**src/rtl/div_unit.sv**
```systemverilog
// Iterative radix-2 restoring divider for RV32M DIV/DIVU/REM/REMU.
// Runs one quotient bit per clock; divide-by-zero and signed overflow finish in one cycle.
module div_unit #(
  parameter int XLEN = 32
) (
  input  logic            i_clk,
  input  logic            i_reset,
  input  logic            i_start,
  input  logic [5:0]      i_select,
  input  logic [XLEN-1:0] i_data1,
  input  logic [XLEN-1:0] i_data2,
  output logic [XLEN-1:0] o_result,
  output logic            o_busy,
  output logic            o_done
);

  localparam int CW = $clog2(XLEN);

  typedef enum logic [1:0] {IDLE, CALC, FIX, FIN} state_t;

  state_t          r_state;
  logic [CW-1:0]   r_cnt;
  logic [XLEN-1:0] r_rem;
  logic [XLEN-1:0] r_quo;
  logic [XLEN-1:0] r_div;
  logic [XLEN-1:0] r_result;
  logic            r_is_rem;
  logic            r_neg1;
  logic            r_neg2;

  logic            w_accept;
  logic            w_signed;
  logic            w_is_rem;
  logic            w_neg1;
  logic            w_neg2;
  logic            w_div0;
  logic            w_ovf;
  logic [XLEN-1:0] w_abs1;
  logic [XLEN-1:0] w_abs2;
  logic [XLEN:0]   w_trial;
  logic [XLEN-1:0] w_rem_sh;

  // DIV/REM have SELECT[0]=0, REM/REMU have SELECT[1]=1
  assign w_accept = i_start && (i_select[5:2] == 4'b0011) &&
                    ((r_state == IDLE) || (r_state == FIN));
  assign w_signed = ~i_select[0];
  assign w_is_rem = i_select[1];
  assign w_neg1   = w_signed & i_data1[XLEN-1];
  assign w_neg2   = w_signed & i_data2[XLEN-1];
  assign w_abs1   = w_neg1 ? (~i_data1 + 1'b1) : i_data1;
  assign w_abs2   = w_neg2 ? (~i_data2 + 1'b1) : i_data2;
  assign w_div0   = (i_data2 == '0);
  assign w_ovf    = w_signed && (i_data1 == {1'b1, {(XLEN-1){1'b0}}}) && (i_data2 == '1);

  assign w_rem_sh = {r_rem[XLEN-2:0], r_quo[XLEN-1]};
  assign w_trial  = {r_rem, r_quo[XLEN-1]} - {1'b0, r_div};

  assign o_result = r_result;
  assign o_busy   = (r_state == CALC) || (r_state == FIX);
  assign o_done   = (r_state == FIN);

  always_ff @(posedge i_clk or posedge i_reset) begin
    if (i_reset) begin
      r_state  <= IDLE;
      r_cnt    <= '0;
      r_rem    <= '0;
      r_quo    <= '0;
      r_div    <= '0;
      r_result <= '0;
      r_is_rem <= 1'b0;
      r_neg1   <= 1'b0;
      r_neg2   <= 1'b0;
    end else if (w_accept) begin
      r_is_rem <= w_is_rem;
      r_neg1   <= w_neg1;
      r_neg2   <= w_neg2;
      r_cnt    <= CW'(XLEN - 1);
      r_rem    <= '0;
      r_quo    <= w_abs1;
      r_div    <= w_abs2;
      if (w_div0) begin
        r_result <= w_is_rem ? i_data1 : '1;
        r_state  <= FIN;
      end else if (w_ovf) begin
        r_result <= w_is_rem ? '0 : i_data1;
        r_state  <= FIN;
      end else begin
        r_state  <= CALC;
      end
    end else begin
      case (r_state)
        CALC: begin
          if (!w_trial[XLEN]) r_rem <= w_trial[XLEN-1:0];
          else                r_rem <= w_rem_sh;
          r_quo <= {r_quo[XLEN-2:0], ~w_trial[XLEN]};
          r_cnt <= r_cnt - 1'b1;
          if (r_cnt == '0) r_state <= FIX;
        end
        FIX: begin
          if (r_is_rem) r_result <= r_neg1 ? (~r_rem + 1'b1) : r_rem;
          else          r_result <= (r_neg1 ^ r_neg2) ? (~r_quo + 1'b1) : r_quo;
          r_state <= FIN;
        end
        FIN:     r_state <= IDLE;
        default: r_state <= IDLE;
      endcase
    end
  end

endmodule

```
**config.mk**
```make
export PLATFORM = sky130hd
export DESIGN_NAME = div_unit
export DESIGN_NICKNAME = d
export VERILOG_FILES = /design/src/rtl/div_unit.sv
export SDC_FILE = /design/constraint.sdc
export NUM_CORES = 1
export LEC_CHECK = 0
export CELL_PAD_IN_SITES_DETAIL_PLACEMENT = 0
export CELL_PAD_IN_SITES_GLOBAL_PLACEMENT = 1
export CORE_MARGIN = 1.5
export CORE_UTILIZATION = 30
export DETAILED_ROUTE_END_ITERATION = 10
export PLACE_DENSITY_LB_ADDON = 0.05
export SLEW_MARGIN = 20
export SYNTH_ARGS = -nofsm -noshare
export SYNTH_HDL_FRONTEND = slang
export SYNTH_SLANG_ARGS = --single-unit
export TNS_END_PERCENT = 10
```
**constraint.sdc**
```tcl
create_clock -name i_clk -period 4.3 [get_ports i_clk]
set_input_delay 0.645 -clock i_clk [delete_from_list [all_inputs] [get_ports i_clk]]
set_output_delay 0.645 -clock i_clk [all_outputs]
set_load 0.02 [all_outputs]
```
# ---- After elaboration in Yosys (flattened, before gate mapping)
# Index checks and enable logic that the tools add are counted.
dict set report totals {
  regBits 138
  latch_bits 0
  ram_bits 0
  romBits 0
  out_inout_bits 34
  memories 0
}
dict set report op_classes {
  addsub 6
  n_mul 0
  div_mod_pow 0
  n_lt_le_gt_ge 0
  n_eq_ne 8
  n_shift 0
  muxes 23
  bitwise_logic 9
  n_reduce_logical 12
}
# operator n
set op_table {}
lappend op_table {{2-to-1 mux 32 bit} 16}
lappend op_table {{adder 32 x 1 -> 32 bit (second input constant)} 4}
lappend op_table {{inverter 32 bit} 4}
lappend op_table {{== test 32 bit (second input constant)} 2}
lappend op_table {{subtractor 33 x 32 -> 33 bit} 1}
lappend op_table {{zero test 32 bit} 1}
lappend op_table {{2-to-1 mux 5 bit} 2}
lappend op_table {{2-to-1 mux 2 bit} 4}
lappend op_table {{zero test 5 bit} 1}
lappend op_table {{subtractor 5 x 1 -> 5 bit (second input constant)} 1}
lappend op_table {{== test 2 bit (second input constant)} 2}
lappend op_table {{== test 4 x 2 -> 1 bit (second input constant)} 1}
lappend op_table {{logical AND 1 bit} 4}
lappend op_table {{case mux 2 bit (2 select lines)} 1}
lappend op_table {{nonzero test 2 bit} 2}
lappend op_table {{!= test 3 x 1 -> 1 bit (second input constant)} 1}
lappend op_table {{!= test 3 x 2 -> 1 bit (second input constant)} 1}
lappend op_table {{AND 1 bit} 2}
lappend op_table {{== test 2 x 1 -> 1 bit (second input constant)} 1}
lappend op_table {{zero test 2 bit} 1}
lappend op_table {{logical OR 1 bit} 2}
lappend op_table {{inverter 1 bit} 2}
lappend op_table {{AND reduction 2 bit} 1}
lappend op_table {{bitwise XOR 1 bit} 1}

# ---- Longest topological paths before layout
dict set report logic_depth {
  word_depth 6
  ltp_mapped 13
}

# ---- Least setup slack after synthesis
# Ideal clock, no wire load.
dict set report synth_path {
  kind {reg-to-reg}
  start {register r_quo[31]}
  end {register r_rem[22]}
  setup_time_ns 0.137
  t_arrival_ns 2.881
  required_time_ns 4.163
  slack_ns 1.282
  stages_incl_launch_ff 14
  n_path_buf 2
  synth_period_minus_slack_ns 3.018
  cell_sequence {dfrtp_1 > inv_1 > ha_1 > fa_1 > nor2b_1 > o31a_1 > o21ai_1 > o211ai_1 > nand4_1 > nand3_1 > buf_2 > buf_2 > mux2i_1 > a21oi_1}
}
dict set report synth_via {
  elab_chain_cells 4
}
# element line
set synth_lines {}
lappend synth_lines {{start, declared} 24} ;# logic [XLEN-1:0] r_quo;
lappend synth_lines {{start signal, assigned} 79} ;# r_quo <= w_abs1;
lappend synth_lines {{start signal, assigned} 95} ;# r_quo <= {r_quo[XLEN-2:0], ~w_trial[XLEN]};
lappend synth_lines {{subtractor 33 x 32 -> 33 bit} 56} ;# assign w_trial = {r_rem, r_quo[XLEN-1]} - {1'b0, r_div};
lappend synth_lines {{2-to-1 mux 32 bit} 93} ;# if (!w_trial[XLEN]) r_rem <= w_trial[XLEN-1:0];
lappend synth_lines {{2-to-1 mux 32 bit} 91} ;# case (r_state)
lappend synth_lines {{2-to-1 mux 32 bit} 73} ;# end else if (w_accept) begin
lappend synth_lines {{end signal, assigned} 93}
lappend synth_lines {{end signal, assigned} 94} ;# else r_rem <= w_rem_sh;
lappend synth_lines {{end, declared} 23} ;# logic [XLEN-1:0] r_rem;
# No other way between the ends. The select of a mux whose other input is x is not followed.
# A chain may end at the register's enable or synchronous reset.

# ---- Worst setup path in the final report
dict set report layout_path {
  start {register r_rem[28]}
  end {register r_rem[4]}
}
dict set report layout_via {
  elab_chain_cells 4
}
# element line
set layout_lines {}
lappend layout_lines {{subtractor 33 x 32 -> 33 bit} 56}
lappend layout_lines {{2-to-1 mux 32 bit} 93}
lappend layout_lines {{2-to-1 mux 32 bit} 91}
lappend layout_lines {{2-to-1 mux 32 bit} 73}
# No other way between the ends. The select of a mux whose other input is x is not followed.

==> impl_metrics.sql <==
INSERT INTO impl_metrics (metric_group, metric, value, unit) VALUES
('timing', 'setup_viol_count_final', '0', ''),
('routing', 'drc', '10', ''),
('placed_design', 'routabilityCongestion', '0.8204', ''),
('clock_network', 'clock_latency', '0.44', 'ns'),
('synthesis', 'synthDistinctLibCells', '71', ''),
('floorplanning', 'die_area', '37530', 'um2'),
('worst_setup_path', 'worst-path-max-fanout', '21', ''),
('floorplanning', 'core_area', '35660', 'um2'),
('floorplanning', 'fp.dieW', '193.7', 'um'),
('global_routing', 'grt_first_pass_wirelength', '57640', 'um'),
('timing', 'maxClockFrequency', '289.5', 'MHz'),
('floorplanning', 'initial_utilization', '30.61', '%'),
('routing', 'drt_pass1_iterations', '9', ''),
('clock_network', 'postCtsSetupRepairBufs', '0', ''),
('synthesis', 'synth_instances', '1352', ''),
('synthesis', 'synth-seq-area-share', '31.64', '%'),
('global_routing', 'grt_usage', '19.79', '%'),
('synthesis', 'synth_async_sr_flop_share', '100.0', '%'),
('routing', 'dr_iter_0_viols', '526', ''),
('timing', 'timing.final.crit_share', '80.33', '%'),
('run_status', 'violated_checks', 'design-rule violations', ''),
('global_routing', 'grt_start_max_net_pins', '139', ''),
('min_path', 'hold_path_depth', '2', ''),
('worst_setup_path', 'worst_ep_required_time', '4.64', 'ns'),
('routing', 'wl_per_cell', '19.24', 'um'),
('run_status', 'run_status', 'finished, violations left', ''),
('synthesis', 'synth_edf_count', '0', ''),
('timing', 'period_minus_slack', '3.454', 'ns'),
('worst_setup_path', 'crit_arrival', '3.80', 'ns'),
('cells_and_area', 'num_antenna_cells', '0', ''),
('timing', 'max_slew.worst_pin.slew', '0.9847', 'ns'),
('timing', 'relative_slew_slack', '33.81', '%'),
('cells_and_area', 'layout-drive-gt1-share', '6.198', '%'),
('floorplanning', 'rows', '69', ''),
('cells_and_area', 'design_area', '13120', 'um2'),
('timing', 'hold-worst-slack', '0.4735', 'ns'),
('min_path', 'hold_path_end', 'r_div[13]', ''),
('placed_design', 'placedCellCount', '1884', ''),
('worst_setup_path', 'r2r-end', 'r_rem[4]', ''),
('synthesis', 'synth_area', '10910', 'um2'),
('pwr', 'power', '11.03', 'mW'),
('job', 'drv.max_cap_violation_count', '0', ''),
('synthesis', 'synth_area_per_cell', '8.072', 'um2'),
('synthesis', 'postSynthRegisterBits', '138', ''),
('clock_network', 'cts_repair_resize_count', '0', ''),
('cells_and_area', 'final_net_count', '1560', ''),
('timing', 'setup_repair_after_global_routing_missed_its_margin', 'false', ''),
('synthesis', 'synth_xor_area_share', '11.88', '%'),
('worst_setup_path', 'setup.worst_path.class', 'reg2reg', ''),
('pwr', 'worst_vdd_drop', '0.0002871', 'V'),
('routing', 'vias_per_cell', '5.119', ''),
('worst_setup_path', 'worst_r2r_path_depth', '10', ''),
('placed_design', 'placement.io_buffers', '106', ''),
('cells_and_area', 'fillers', '3743', ''),
('routing', 'routed-via-count', '9793', ''),
('placed_design', 'place_area', '12590', 'um2'),
('worst_setup_path', 'r2r-start', 'r_rem[28]', ''),
('routing', 'wl', '36810', 'um'),
('synthesis', 'synth_top_area_share', '31.64', '%'),
('synthesis', 'most_common_library_cells_after_synthesis', 'nand2_1 (160), o21ai_0 (143), dfrtp_1 (138)', ''),
('synthesis', 'synth-adder-area-share', '5.320', '%'),
('pwr', 'p_leak', '5.079', 'nW'),
('global_routing', 'first_global_vias', '9547', ''),
('clock_network', 'ctsLongestPathBuffers', '2', ''),
('cells_and_area', 'final_cells', '1913', ''),
('clock_network', 'clkTransAtPathRegs', '0.06', 'ns'),
('synthesis', 'synth-compound-area-share', '22.80', '%'),
('synthesis', 'ys_dominant_reg_cell', 'dfrtp_1', ''),
('placed_design', 'hpwlAfterDp', '27640', 'um'),
('synthesis', 'yosysMostFrequentCell', 'nand2_1', ''),
('synthesis', 'yosys.area_share.simple', '18.44', '%');
[report_power, final]
group	switching (mW)	total (mW)	internal [mW]	leakage (nW)
sequential	0.835	2.77	1.93	1.62
clock	0.577	1.38	0.802	0.262
combinational	3.84	6.89	3.05	3.20
[per-stage QoR]
step | util, % | setup slack (ns)
final | 36.79 | 0.8456
after CTS | 36.79 | 0.8061
after detailed placement | 35.32 | 0.5139
after global placement | 35.32 | 0.5956
after global routing | 36.79 | 0.5711
after floorplan | - | 1.282
[state kept, by name (all words and copies together), names as in the netlist]
| signal | cells |
|---|---|
| o_result | 32 |
| r_cnt | 5 |
| r_div | 32 |
| r_is_rem | 1 |
| r_neg1 | 1 |
| r_neg2 | 1 |
| r_quo | 32 |
| r_rem | 32 |
| r_state | 2 |
[cell families after synthesis]
group,count (synthesis)
compound gates,403
simple gates,427
fa+ha+maj,46
buf+inv,133
flops,138
mux,57
xor+xnor,148
[worst max path at each step]
stage	start	endpoint	slack, ns	cells past startpoint
after floorplan	r_quo[31]	r_rem[22]	1.28	13
after global placement	i_data1[2]	o_result[28]	0.60	11
after detailed placement	i_data2[0]	o_result[28]	0.51	12
after CTS	r_rem[28]	r_rem[4]	0.81	10
after global routing	r_rem[28]	r_rem[15]	0.57	10
final	r_rem[28]	r_rem[4]	0.85	10
[cell type report]
cell class | count | area [um2] | share of cell area [%]
Timing Repair Buffer | 140 | 1341 | 10.23
Inverter | 64 | 244.0 | 1.860
Tap cell | 461 | 576.8 | 4.397
Clock inverter | 3 | 15.01 | 0.1145
Multi-Input combinational cell | 1081 | 6977 | 53.19
Clock buffer | 26 | 509.2 | 3.882
Sequential cell | 138 | 3455 | 26.34
[per-layer routing]
metal  routed length [um]  up-vias  part of all wire (%)  track usage (%)
met3                  969       34                   2.6            2.540
met4                  642        0                   1.7            5.833
met1                18610     4589                    51            27.74
met2                16590      155                    45            31.72
met5                    0        -                     0                0
li1                     -     5015                     -                -
[layout by cell type (no fill, tap or decap), types with 54 or more instances in the layout]
master / Yosys / final
nand2_1: 160 / 160
o21ai_0: 143 / 143
dfrtp_1: 138 / 137
nor2_1: 119 / 119
clkdlybuf4s50_1: 0 / 106
a21oi_1: 93 / 93
xnor2_1: 75 / 75
xor2_1: 73 / 73
inv_1: 64 / 63
mux2i_1: 54 / 54
[worst max-delay path, cell delays in order (launching register included)]
cell,delay [ns]
dfrtp_1,0.48
ha_1,0.42
o21a_1,0.14
o21a_1,0.16
o21ai_0,0.29
mux2_2,0.37
a221oi_1,0.41
nand3_2,0.33
buf_4,0.34
mux2i_1,0.16
a211oi_1,0.24
No activity file was read; power rests on OpenSTA's default activity.
